File: src/rtl/sram_node_reader.sv
// sram_node_reader
//   Streams a burst of consecutive SRAM words out through a valid/ready port,
//   splitting each 34-bit word into hi/mid/lo/payload fields. Reads are issued
//   only while the 2-entry output FIFO plus the read in flight has room, so a
//   stalled consumer never causes a word to be dropped.
//
// Ports
//   i_clk, i_rst        clock, synchronous active-high reset
//   i_start             command strobe (only honoured in IDLE)
//   i_base_addr         first SRAM address of the burst
//   i_count             entries to read, 0..2^ADDR_WIDTH
//   o_busy, o_done      burst in progress / one-cycle completion pulse
//   o_mem_addr          SRAM address (read data returns one cycle later)
//   o_mem_write         SRAM write enable, tied low
//   i_mem_data          SRAM read data
//   o_valid, i_ready    output handshake
//   o_hi/o_mid/o_lo     word bits [33:26]/[25:18]/[17:10]
//   o_payload           word bits [9:0]
//   o_addr              SRAM address the head entry came from
//   o_last              head entry is the final one of the burst
module sram_node_reader #(
    parameter int ADDR_WIDTH = 4,
    parameter int DATA_WIDTH = 34
) (
    input  logic                  i_clk,
    input  logic                  i_rst,
    input  logic                  i_start,
    input  logic [ADDR_WIDTH-1:0] i_base_addr,
    input  logic [ADDR_WIDTH:0]   i_count,
    output logic                  o_busy,
    output logic                  o_done,
    output logic [ADDR_WIDTH-1:0] o_mem_addr,
    output logic                  o_mem_write,
    input  logic [DATA_WIDTH-1:0] i_mem_data,
    output logic                  o_valid,
    input  logic                  i_ready,
    output logic [7:0]            o_hi,
    output logic [7:0]            o_mid,
    output logic [7:0]            o_lo,
    output logic [9:0]            o_payload,
    output logic [ADDR_WIDTH-1:0] o_addr,
    output logic                  o_last
);

    typedef enum logic [1:0] {
        IDLE  = 2'd0,
        READ  = 2'd1,
        DRAIN = 2'd2
    } state_t;

    typedef struct packed {
        logic [ADDR_WIDTH-1:0] addr;
        logic                  last;
        logic [DATA_WIDTH-1:0] data;
    } entry_t;

    state_t                state;
    logic [ADDR_WIDTH-1:0] rd_addr;      // next address to issue
    logic [ADDR_WIDTH:0]   remaining;    // reads still to issue
    logic [ADDR_WIDTH-1:0] mem_addr_q;   // last issued address, held when idle

    // Read in flight: data appears on i_mem_data the cycle after issue.
    logic                  fl_vld;
    logic [ADDR_WIDTH-1:0] fl_addr;
    logic                  fl_last;

    entry_t                fifo [2];
    logic                  wr_ptr;
    logic                  rd_ptr;
    logic [1:0]            fill;

    entry_t                head;
    logic                  pop;
    logic                  issue;
    logic [2:0]            occ;

    assign head    = fifo[rd_ptr];
    assign o_valid = (fill != 2'd0);
    assign pop     = o_valid && i_ready;

    // Occupancy credits the entry leaving this cycle; without that credit a
    // full-rate stream would stall every other cycle.
    assign occ   = 3'(fill) + 3'(fl_vld) - 3'(pop);
    assign issue = (state == READ) && (occ < 3'd2);

    assign o_mem_addr  = issue ? rd_addr : mem_addr_q;
    assign o_mem_write = 1'b0;

    assign o_hi      = head.data[33:26];
    assign o_mid     = head.data[25:18];
    assign o_lo      = head.data[17:10];
    assign o_payload = head.data[9:0];
    assign o_addr    = head.addr;
    assign o_last    = o_valid && head.last;

    always_ff @(posedge i_clk) begin
        if (i_rst) begin
            state      <= IDLE;
            rd_addr    <= '0;
            remaining  <= '0;
            mem_addr_q <= '0;
            fl_vld     <= 1'b0;
            fl_addr    <= '0;
            fl_last    <= 1'b0;
            wr_ptr     <= 1'b0;
            rd_ptr     <= 1'b0;
            fill       <= 2'd0;
            o_busy     <= 1'b0;
            o_done     <= 1'b0;
            for (int i = 0; i < 2; i++) fifo[i] <= '0;
        end else begin
            o_done <= 1'b0;

            if (issue) begin
                mem_addr_q <= rd_addr;
                rd_addr    <= rd_addr + ADDR_WIDTH'(1);
                remaining  <= remaining - (ADDR_WIDTH+1)'(1);
                fl_addr    <= rd_addr;
                fl_last    <= (remaining == (ADDR_WIDTH+1)'(1));
            end
            fl_vld <= issue;

            // Capture the word returned for last cycle's issue.
            if (fl_vld) begin
                fifo[wr_ptr] <= '{addr: fl_addr, last: fl_last, data: i_mem_data};
                wr_ptr       <= ~wr_ptr;
            end
            if (pop) rd_ptr <= ~rd_ptr;
            fill <= fill + 2'(fl_vld) - 2'(pop);

            case (state)
                IDLE: begin
                    if (i_start) begin
                        rd_addr   <= i_base_addr;
                        remaining <= i_count;
                        if (i_count == '0) begin
                            o_done <= 1'b1;
                        end else begin
                            state  <= READ;
                            o_busy <= 1'b1;
                        end
                    end
                end
                READ: begin
                    if (issue && remaining == (ADDR_WIDTH+1)'(1)) state <= DRAIN;
                end
                DRAIN: begin
                    // The last-flagged entry is always the final one buffered
                    // and nothing is in flight behind it.
                    if (pop && head.last) begin
                        state  <= IDLE;
                        o_busy <= 1'b0;
                        o_done <= 1'b1;
                    end
                end
                default: state <= IDLE;
            endcase
        end
    end

endmodule
File: config.mk
export PLATFORM = sky130hd
export DESIGN_NAME = sram_node_reader
export DESIGN_NICKNAME = d
export VERILOG_FILES = /design/src/rtl/sram_node_reader.sv
export SDC_FILE = /design/constraint.sdc
export NUM_CORES = 1
export LEC_CHECK = 0
export CAP_MARGIN = 20
export CORE_ASPECT_RATIO = 2
export CORE_MARGIN = 2
export CORE_UTILIZATION = 25
export CTS_CLUSTER_DIAMETER = 150
export CTS_CLUSTER_SIZE = 8
export DETAILED_ROUTE_END_ITERATION = 8
export DONT_BUFFER_PORTS = 1
export GPL_TIMING_DRIVEN = 0
export MAX_ROUTING_LAYER = met4
export RECOVER_POWER = 100
export SLEW_MARGIN = 20
export SYNTH_ARGS = -nofsm -noshare
export SYNTH_HDL_FRONTEND = slang
export SYNTH_SLANG_ARGS = --single-unit
export TNS_END_PERCENT = 30
File: constraint.sdc
create_clock -name i_clk -period 3.75 [get_ports i_clk]
set_clock_uncertainty 0.2 [all_clocks]
set_input_delay 0.375 -clock i_clk [delete_from_list [all_inputs] [get_ports i_clk]]
set_output_delay 0.375 -clock i_clk [all_outputs]
set_load 0.01 [all_outputs]
# == Word-level counts from Yosys, hierarchy flattened ==
# Memory sizes are Yosys's and may differ from the RTL's. A register that Yosys moved wholly into a read port is not among the register bits.
# Cells that the tools add are included.
# op_classes
add_sub_neg,6
magnitude_cmp,1
eq_ne,7
muxes,30
n_bitwise,2
n_reduce_logical,12
# ops
operator,count
two-way mux 39 bit,1
OR reduction 39 bit,1
two-way mux 4 bit,4
two-way mux 1 bit,15
two-way mux 5 bit,3
two-way mux 2 bit,4
AND reduction 4 bit,2
!= test 2 bit (second input constant),3
one-hot mux 2 bit (3 select lines),1
equality test 5 x 1 -> 1 bit (second input constant),1
logical AND 1 bit,5
zero test 5 bit,1
subtractor 5 x 1 -> 5 bit (second input constant),1
adder 4 x 1 -> 4 bit (second input constant),1
one-hot mux 1 bit (2 select lines),2
nonzero test 2 bit,2
adder 2 x 1 -> 3 bit,1
< comparator 3 x 2 -> 1 bit (second input constant),1
subtractor 3 x 1 -> 3 bit,1
adder 2 x 1 -> 2 bit,1
equality test 2 x 1 -> 1 bit (second input constant),1
equality test 2 bit (second input constant),1
zero test 2 bit,1
!= test 2 x 1 -> 1 bit (second input constant),1
other kinds (2),3
# totals
register_bits,27
mem_bits_rw,78
out_inout_bits,47
elab_cells,71
memories,1
# mem_list
memory,words,word_bits,rd,rd_ports_with_merged_regs,wr,line_no,rtl
fifo,2,39,1,1,2,67,entry_t fifo [2];

# == Depth between registers and ports, before layout ==
# Gate-level depths: netlist of the first run.
# logic_depth
depth_word,8
depth_mapped,11
ltp_nobuf,10

# == Worst setup path before layout of the first run ==
# Ideal clock, no wire load.
# synth_path
path_type,register to output
from,reg fill[1]
to,out o_mem_addr[0]
arrival_ns,2.536
slack_ns,0.639
path_stages_with_launch,11
path_cell_list,dfxtp_1 > o21ai_0 > inv_1 > ha_1 > inv_1 > ha_1 > inv_1 > fa_1 > xnor2_1 > nand3_1 > nand2_1
# synth_via
elab_chain_len,6
word_cells_on_any_way,7
# synth_lines
element,line_no,rtl
start: declaration,70,logic [1:0] fill;
start signal: assignment,129,fill <= fill + 2'(fl_vld) - 2'(pop);
nonzero test 2 bit,78,assign o_valid = (fill != 2'd0);
logical AND 1 bit,79,assign pop = o_valid && i_ready;
via pop,73,logic pop;
subtractor 3 x 1 -> 3 bit,83,assign occ = 3'(fill) + 3'(fl_vld) - 3'(pop);
< comparator 3 x 2 -> 1 bit,84,assign issue = (state == READ) && (occ < 3'd2);
logical AND 1 bit,84,
two-way mux 4 bit,n/a,
end: declaration,32,"output logic [ADDR_WIDTH-1:0] o_mem_addr,"
# The timed path passes the listed nets, and every way through them passes these cells.

# == Final worst setup path of the first run ==
# Ends and elaborated chain as after synthesis.

==> impl_metrics.json, run 1 <==
{
  "drc_errors": 0,
  "synth_top_area_share_pct": 49.3,
  "cp.required_ns": 3.17,
  "cp.arrival_ns": 2.98,
  "wl_met1_um": 3830,
  "synth_area_um2": 4750,
  "clk_root_buffer_cell": "clkbuf_16",
  "reg2reg_to": "rd_addr[3]",
  "synth_cell_types": 47,
  "power_density_nw_per_um2": 663,
  "wl_per_cell_um": 16.7,
  "wl_met3_um": 607,
  "drt_first_pass_iters": 4,
  "start_kind": "register",
  "r2r_cells": 11,
  "viasPerCell": 4.42,
  "clock.fmax_mhz": 281,
  "dieArea_um2": 20200,
  "cts_buffer_depth": 2,
  "cp_num_cells": 10,
  "rows": 71,
  "synthesis.nets": 424,
  "cts_made_buffers": 9,
  "drt_iter0_drc": 66,
  "post-route-min-period_ns": 3.56,
  "slew_viol_final": 29,
  "peakVddDrop_mv": 0.379,
  "overflow": 0,
  "setup_violations": 0,
  "start_util_pct": 25.3,
  "wirelength_um": 10800,
  "vias": 2861,
  "dieWidth_um": 101,
  "synth_ff_type": "edfxtp_1",
  "grt_pass1_vias": 3000,
  "slew-limit-headroom_pct": -14.8,
  "grt_max_degree": 40,
  "routabilityCongestion": 0.766,
  "utilization_pct": 29.1,
  "clock_latency_ns": 0.35,
  "cts_tree": "built",
  "critical_path_class": "reg2out",
  "power.leakage_uw": 0.00192,
  "path_max_fanout": 6,
  "critPathSlowestCell": "fa_1",
  "rsz0062_at_grt": "false",
  "clk_pin_slew_ns": 0.08,
  "die_h_um": 199,
  "hp-start": "i_base_addr[2]",
  "worstPathCellList": "o21ai_4, inv_1, ha_1, inv_1, ha_1, inv_1, fa_1, and3b_1, nand3_1, nand2_1",
  "hold_path.class": "in2reg",
  "drv_cap": 1,
  "diodes": 0,
  "async_reset_ff_share_pct": 0,
  "r2r_slack_ns": 0.59,
  "grt_usage_pct": 11.3,
  "grt_pass1_wl_um": 16500,
  "r2r-start": "fill[1]",
  "final_nets": 440,
  "cts_sinks": 106,
  "crit_family": "adder cells",
  "synth_edf_count": 78,
  "highest_layer": "met4",
  "cp_common_cell": "inv_1",
  "period_share_pct": 94.8,
  "cp-endpoint": "o_mem_addr[0]",
  "wl_met2_um": 6150,
  "status": "finished with violations",
  "end_kind": "output pin",
  "yosysSeqAreaShare_pct": 61.1,
  "violations": "max-capacitance violations, max-slew violations",
  "cpPeakStageDelay_ns": 0.62,
  "synth_area_leader_cell": "edfxtp_1",
  "crit_buf_inv": 3,
  "fin_cells": 647,
  "ys_ff_latch": 106,
  "portBuffers": 0,
  "tightestPinTransition_ns": 1.72,
  "layout-drive-gt1-share_pct": 7.91,
  "place_inst": 627,
  "ant_nets": 0,
  "coreArea_um2": 18700,
  "area_growth_pct": 15.0,
  "syn_area_per_cell_um2": 12.8,
  "syn_inst": 371,
  "antenna_found_initial": 0,
  "synth_warnings": 0,
  "crit_start": "fill[1]",
  "dp_hpwl_um": 7890,
  "hold_viol": 0,
  "num_io_pins": 94,
  "cts.htree.levels": 3,
  "synth_area_leaders": "edfxtp_1, dfxtp_1, and2_1, mux2_2, o21ai_0"
}
[worst min-delay path by stage]
| stage | cells past startpoint | slack (ns) | endpoint |
|---|---|---|---|
| 6_report | 2 | 0.02 | rd_addr[2] |
| 5_1_grt | 1 | 0.008 | fifo[0][14] |
| 4_1_cts | 1 | 0.006 | fifo[0][14] |
| 3_5_place_dp | 2 | 0.28 | fl_addr[0] |
| 3_3_place_gp | 2 | 0.28 | fl_last |
| 2_1_floorplan | 2 | 0.26 | fl_addr[0] |
[state kept, by name, summed over array words and instances (netlist names), named ones only]
signal      flops
fifo           78
remaining       5
fl_addr         4
mem_addr_q      4
rd_addr         4
fill            2
state           2
fl_last         1
fl_vld          1
o_busy          1
o_done          1
rd_ptr          1
wr_ptr          1
[Yosys cell counts, drive strengths merged (3+ instances only)]
cell type / number
a21oi: 11
a311oi: 7
and2: 78
buf: 10
clkbuf: 15
dfxtp: 28
edfxtp: 78
ha: 5
inv: 11
mux2: 38
nand2: 4
nand3: 7
nor2: 16
nor2b: 3
nor3: 3
nor3b: 3
o21ai: 15
o31ai: 3
or4: 4
[cell families after synthesis]
| kind of cell | Yosys count | share of synthesized area (%) |
|---|---|---|
| flops | 106 | 61.1 |
| mux | 39 | 9.22 |
| compound gates | 47 | 6.27 |
| simple gates | 132 | 17.2 |
| buf+inv | 36 | 3.45 |
| fa+ha+maj | 6 | 1.74 |
| other cells | 1 | 0.0790 |
| xor+xnor | 4 | 0.896 |
[metrics by stage]
stage | hold slack, ns | area (µm²) | setup TNS (ns) | total power, µW | setup slack (ns)
3_5_place_dp | 0.282 | 5090 | -0.130 | 2650 | -0.102
2_1_floorplan | 0.258 | 4750 | 0 | 2350 | 0.639
4_1_cts | 0.00644 | 5470 | 0 | 3700 | 0.0249
3_3_place_gp | 0.279 | 5070 | -0.0157 | 2610 | -0.0157
5_1_grt | 0.00812 | 5460 | 0 | 3820 | 0.0129
6_report | 0.0201 | 5460 | 0 | 3620 | 0.194
[metal layers]
metal / track usage [%] / vias to the layer above
li1: - / 1353
met4: 4.80 / 0
met1: 10.4 / 1413
met5: - / -
met2: 21.3 / 82
met3: 2.81 / 13
[power by group]
| part | internal [µW] | total (µW) | switching, µW |
|---|---|---|---|
| clock | 584 | 1010 | 425 |
| sequential | 1450 | 1550 | 98.3 |
| combinational | 376 | 1060 | 685 |
| total | 2410 | 3620 | 1210 |
[area by class of cell]
cell class	instances	area (µm²)
fill	1924	13300
sequential	106	2900
multi-input combinational	229	1720
tap	255	319
clock buffer	9	225
buffer	24	106
clock inverter	7	93.8
timing repair buffer	6	53.8
inverter	11	41.3
[cell usage in the layout, fill, tap and decap left out, drive strengths merged, types with 2 or more instances in the layout]
cell / Yosys / routed
o31ai: 3 / 3
and4bb: 2 / 2
nor2: 16 / 16
clkinv: 0 / 4
clkbuf: 15 / 30
o211ai: 2 / 2
nor3: 3 / 3
o21ai: 15 / 15
a31oi: 2 / 2
a311oi: 7 / 7
xor2: 2 / 2
nand3: 7 / 7
or3: 2 / 2
edfxtp: 78 / 78
mux2: 38 / 38
nor3b: 3 / 3
o41ai: 2 / 2
o21bai: 2 / 2
a21oi: 11 / 11
dfxtp: 28 / 28
nand4: 2 / 2
dlygate4sd3: 0 / 5
nor2b: 3 / 3
bufinv: 0 / 2
buf: 10 / 4
xnor2: 2 / 2
and2: 78 / 78
ha: 5 / 5
or4: 4 / 4
inv: 11 / 11
nand2: 4 / 4
[what timing repair did]
action | in CTS | in global routing
pin swaps | 0 | 1
hold endpoints to repair | 5 | 0
gates resized for setup | 3 | 7
buffers inserted | 0 | 0
setup endpoints to repair | 4 | 4
hold buffers | 5 | 0
(Power assumes the default switching activity.)
==> run 2: changes to the inputs <==
--- a/config.mk
+++ b/config.mk
@@ -5,6 +5,7 @@
 export SDC_FILE = /design/constraint.sdc
 export NUM_CORES = 1
 export LEC_CHECK = 0
+export ABC_AREA = 1
 export CAP_MARGIN = 20
 export CORE_ASPECT_RATIO = 2
 export CORE_MARGIN = 2
==> impl_metrics.json, run 2 <==
{
  "power.leakage_uw": 0.00222,
  "wl_met3_um": 357,
  "end_kind": "output pin",
  "routabilityCongestion": 0.757,
  "slew_viol_final": 0,
  "seq_area_um2": 2900,
  "dieWidth_um": 101,
  "final_nets": 504,
  "hold_slack_ns": 0.0229,
  "cts_sinks": 106,
  "status": "finished, final reports clean",
  "synth_area_leader_cell": "edfxtp_1",
  "cts_made_buffers": 9,
  "layout_common_cells": "nor2_1, edfxtp_1, inv_1, nand2_1, mux2_1",
  "wirelength_um": 9590,
  "tightestPinTransition_ns": 0.760,
  "grt_pass1_vias": 3004,
  "dp_worst_setup_slack_ns": 0.589,
  "r2r-start": "fill[1]",
  "start_util_pct": 25.5,
  "synth_warnings": 0,
  "hold_viol": 0,
  "hold_path.class": "in2reg",
  "period_share_pct": 93.4,
  "synth_commonest_cells": "nor2_1, edfxtp_1, inv_1",
  "place_inst": 655,
  "path_max_fanout": 10,
  "p_total_uw": 3180,
  "cts_buffer_depth": 2,
  "largest_register_ffs": 78,
  "antenna_found_initial": 0,
  "dieArea_um2": 19800,
  "drt_iter0_drc": 112,
  "synth_cell_types": 29,
  "cp.required_ns": 3.17,
  "clk_pin_slew_ns": 0.08,
  "yosysMostFrequentCell": "nor2_1",
  "slew-limit-headroom_pct": 49.2,
  "clock_latency_ns": 0.35,
  "num_io_pins": 94,
  "peakVddDrop_mv": 0.222,
  "synth_area_um2": 4660,
  "syn_inst": 437,
  "grt_pass1_wl_um": 14700,
  "ys_ff_latch": 106,
  "start_kind": "register",
  "die_h_um": 197,
  "synth_ff_type": "edfxtp_1",
  "viasPerCell": 4.29,
  "grt_max_degree": 26,
  "drt_first_pass_iters": 4,
  "wl_met2_um": 5420,
  "highest_layer": "met4",
  "fin_cells": 672,
  "top_regs": "fifo x78, remaining x5",
  "fillers": 1872,
  "synth_top_area_share_pct": 50.2,
  "diodes": 0,
  "cp.arrival_ns": 2.93,
  "grt_usage_pct": 10.2,
  "setup_violations": 0,
  "cts.htree.levels": 3,
  "layout-drive-gt1-share_pct": 7.68,
  "wl_met1_um": 3630,
  "synth_edf_count": 78,
  "post-route-min-period_ns": 3.50,
  "ant_nets": 0,
  "cts_tree": "built",
  "syn_area_per_cell_um2": 10.7,
  "power_density_nw_per_um2": 607,
  "vias": 2884,
  "final_common_cell": "nor2_1",
  "synthesis.nets": 490,
  "setup_ws_ns": 0.249,
  "post-cts-setup-buffer-count": 0,
  "overflow": 0,
  "reg2reg_to": "state[0]",
  "drc_errors": 0,
  "r2r_cells": 14,
  "yosysSeqAreaShare_pct": 62.2,
  "rsz0062_at_grt": "false",
  "critical_path_class": "reg2out",
  "clk_root_buffer_cell": "clkbuf_16",
  "top_register": "fifo",
  "area_growth_pct": 12.3,
  "drv_cap": 0,
  "synth_area_leaders": "edfxtp_1, dfxtp_1, mux2_2, nor2_1, inv_1",
  "wl_per_cell_um": 14.3,
  "clock.fmax_mhz": 286,
  "async_reset_ff_share_pct": 0,
  "cp-endpoint": "o_mem_addr[1]",
  "multi_input_area_um2": 1380,
  "tns_ns": 0,
  "portBuffers": 0,
  "dp_hpwl_um": 7190,
  "r2r_slack_ns": 0.86,
  "crit_start": "fill[1]",
  "rows": 70,
  "coreArea_um2": 18300
}
run 2: how the worst min path moves through the flow:
| stage | startpoint | to | slack [ns] | depth (start not counted) |
|---|---|---|---|---|
| detailed placement | rd_ptr | register | 0.24 | 1 |
| global route | i_count[4] | o_done | 0.04 | 3 |
| floorplan | rd_ptr | register | 0.23 | 1 |
| CTS | i_count[4] | o_done | 0.002 | 3 |
| global placement | rd_ptr | rd_ptr | 0.23 | 1 |
| finish | i_count[1] | o_done | 0.02 | 3 |
run 2: timing repair:
action | CTS | global route
gates resized for setup | 0 | 1
endpoints found under the hold margin | 1 | 0
hold buffers | 1 | 0
setup endpoints to repair | 0 | 4
run 2: metal layers:
metal,vias to the layer above,track usage (%)
met5,-,-
li1,1436,-
met4,0,5.38
met2,73,19.0
met3,9,2.19
met1,1366,9.55
run 2: final cells by class:
class                      instances  area share (%)
buffer                            19            1.86
clock buffer                      11            5.04
clock inverter                     5           0.788
inverter                          70            5.02
multi-input combinational        242            26.3
sequential                       106            55.4
tap                              216            5.16
timing repair buffer               3           0.382
run 2: critical path, stage by stage (launching register included):
cell and delay, ns:
dfxtp_1 0.44, nor2_2 0.09, inv_1 0.12, nand2_1 0.10, inv_1 0.12, ha_1 0.24, inv_1 0.06, ha_1 0.13
inv_1 0.05, fa_1 0.52, nand3_2 0.11, nor2_4 0.20, buf_6 0.17, nand2_1 0.09, nand2_1 0.13
run 2: logic make-up after synthesis:
kind of cell,Yosys count,synth area share (%)
flops,106,62.2
simple gates,160,14.0
buf+inv,89,8.24
fa+ha+maj,6,1.77
mux,38,9.18
other cells,1,0.0804
compound gates,34,3.97
xor+xnor,3,0.564
run 2: stage by stage:
step / area (µm²) / util, %
CTS: 5290 / 28.9
detailed placement: 4980 / 27.2
floorplan: 4660 / -
global route: 5240 / 28.6
finish: 5240 / 28.6
global placement: 4930 / 27.0
run 2: report_power, final:
part	switching (µW)	internal [µW]	leakage, µW
Combinational	496	260	0.00103
Sequential	64.8	1400	0.00104
Clock	439	519	0.000154
Total	1000	2180	0.00222
==> run 3: changes to the inputs <==
--- a/config.mk
+++ b/config.mk
@@ -6,6 +6,7 @@
 export NUM_CORES = 1
 export LEC_CHECK = 0
 export ABC_AREA = 1
+export BUFFER_PORTS_ARGS = -buffer_cell sky130_fd_sc_hd__buf_2
 export CAP_MARGIN = 20
 export CORE_ASPECT_RATIO = 2
 export CORE_MARGIN = 2
@@ -13,7 +14,6 @@
 export CTS_CLUSTER_DIAMETER = 150
 export CTS_CLUSTER_SIZE = 8
 export DETAILED_ROUTE_END_ITERATION = 8
-export DONT_BUFFER_PORTS = 1
 export GPL_TIMING_DRIVEN = 0
 export MAX_ROUTING_LAYER = met4
 export RECOVER_POWER = 100
==> impl_metrics.json, run 3 (synthesized netlist as in run 2, its figures left out) <==
{
  "cts_sinks": 106,
  "cp.arrival_ns": 2.90,
  "power_density_nw_per_um2": 577,
  "setup_violations": 0,
  "final_area_um2": 5610,
  "drt_first_pass_iters": 4,
  "antenna_found_initial": 0,
  "hold_buffers": 0,
  "clock.fmax_mhz": 287,
  "cts_resized": 0,
  "hold_depth": 3,
  "cts_tree": "built",
  "dieArea_um2": 19800,
  "cpPeakStageDelay_ns": 0.52,
  "drv_cap": 0,
  "layout_common_cells": "nor2_1, edfxtp_1, inv_1, clkbuf_1",
  "final_common_cell": "nor2_1",
  "dp_hpwl_um": 7160,
  "drc_errors": 0,
  "diodes": 0,
  "hold_viol": 0,
  "grt_pass1_wl_um": 15100,
  "tns_ns": 0,
  "rows": 70,
  "status": "finished, final reports clean",
  "slew-limit-headroom_pct": 48.8,
  "grt_usage_pct": 10.4,
  "largest_register_ffs": 78,
  "worstPathCellList": "nor2_1, inv_1, nand2_1, inv_1, ha_1, inv_1, ha_1, inv_1, fa_1, nand3_2, nor2_4, buf_6, nand2_1, nand2_1, clkbuf_2",
  "wl_per_cell_um": 12.7,
  "rsz0062_at_grt": "false",
  "grt_max_degree": 28,
  "end_kind": "output pin",
  "top_regs": "fifo x78, remaining x5",
  "routabilityCongestion": 0.827,
  "drt_iter0_drc": 98,
  "cts.htree.levels": 3,
  "grt_pass1_vias": 3161,
  "dieWidth_um": 101,
  "power.leakage_uw": 0.00244,
  "start_util_pct": 25.5,
  "clk_root_buffer_cell": "clkbuf_16",
  "coreArea_um2": 18300,
  "die_h_um": 197,
  "path_max_fanout": 10,
  "clock_latency_ns": 0.35,
  "hold_slack_ns": 0.0600,
  "clk_pin_slew_ns": 0.08,
  "critPathSlowestCell": "fa_1",
  "post-cts-setup-buffer-count": 0,
  "tightestPinTransition_ns": 0.767,
  "period_share_pct": 92.8,
  "top_register": "fifo",
  "final_nets": 594,
  "post_dp_cell_area_um2": 5430,
  "post-route-min-period_ns": 3.48,
  "cp.required_ns": 3.17,
  "critical_path_class": "reg2out",
  "vias": 3175,
  "cts_buffer_depth": 2,
  "slew_viol_final": 0,
  "ant_nets": 0,
  "cp_common_cell": "inv_1",
  "overflow": 0,
  "num_io_pins": 94,
  "utilization_pct": 30.6,
  "r2r_cells": 6,
  "hold_path.class": "in2reg",
  "p_total_uw": 3240,
  "viasPerCell": 4.17,
  "wirelength_um": 9700,
  "peakVddDrop_mv": 0.198,
  "area_growth_pct": 20.3,
  "start_kind": "register",
  "cts_made_buffers": 9,
  "portBuffers": 91,
  "layout-drive-gt1-share_pct": 22.2
}
-- run 3: path summary, 6_finish.rpt --
path | startpoint | end | slack [ns]
worst max-delay path | fill[1] | o_mem_addr[0] | 0.27
worst max register to register | fl_vld | fifo[0][24] | 0.84
worst min register to register | rd_ptr | rd_ptr | 0.25
worst min-delay path | i_base_addr[1] | rd_addr[1] | 0.06
-- run 3: worst max-delay path, delay by kind of cell, from the launching register on --
family | cells | cell delay (ns)
buf+inv | 6 | 0.53
fa+ha+maj | 3 | 0.91
flops | 1 | 0.37
simple gates | 6 | 0.72
-- run 3: per-stage QoR --
stage | setup slack [ns] | instances
after floorplan | 0.921 | 437
after global placement | 0.326 | 744
final | 0.271 | 762
after CTS | 0.194 | 762
after detailed placement | 0.595 | 746
after global routing | 0.0202 | 762
-- run 3: final cells by class --
type                            count  area, µm²
Buffer                             19       97.6
Clock buffer                       10        230
Clock inverter                      6       48.8
Fill cell                        1930      12700
Inverter                           70        263
Multi-Input combinational cell    242       1380
Sequential cell                   106       2900
Tap cell                          216        270
Timing Repair Buffer               93        419
-- run 3: layer usage --
layer	vias up	share of wire, %	track usage [%]
met5	-	0	-
met4	0	1.9	4.97
met3	10	3.2	1.91
met2	72	56	19.8
met1	1476	39	9.72
li1	1617	-	-
-- run 3: power by group --
group / switching, µW / total (µW) / internal, µW
sequential: 60.0 / 1460 / 1400
clock: 431 / 893 / 462
combinational: 530 / 885 / 355
total: 1020 / 3240 / 2220
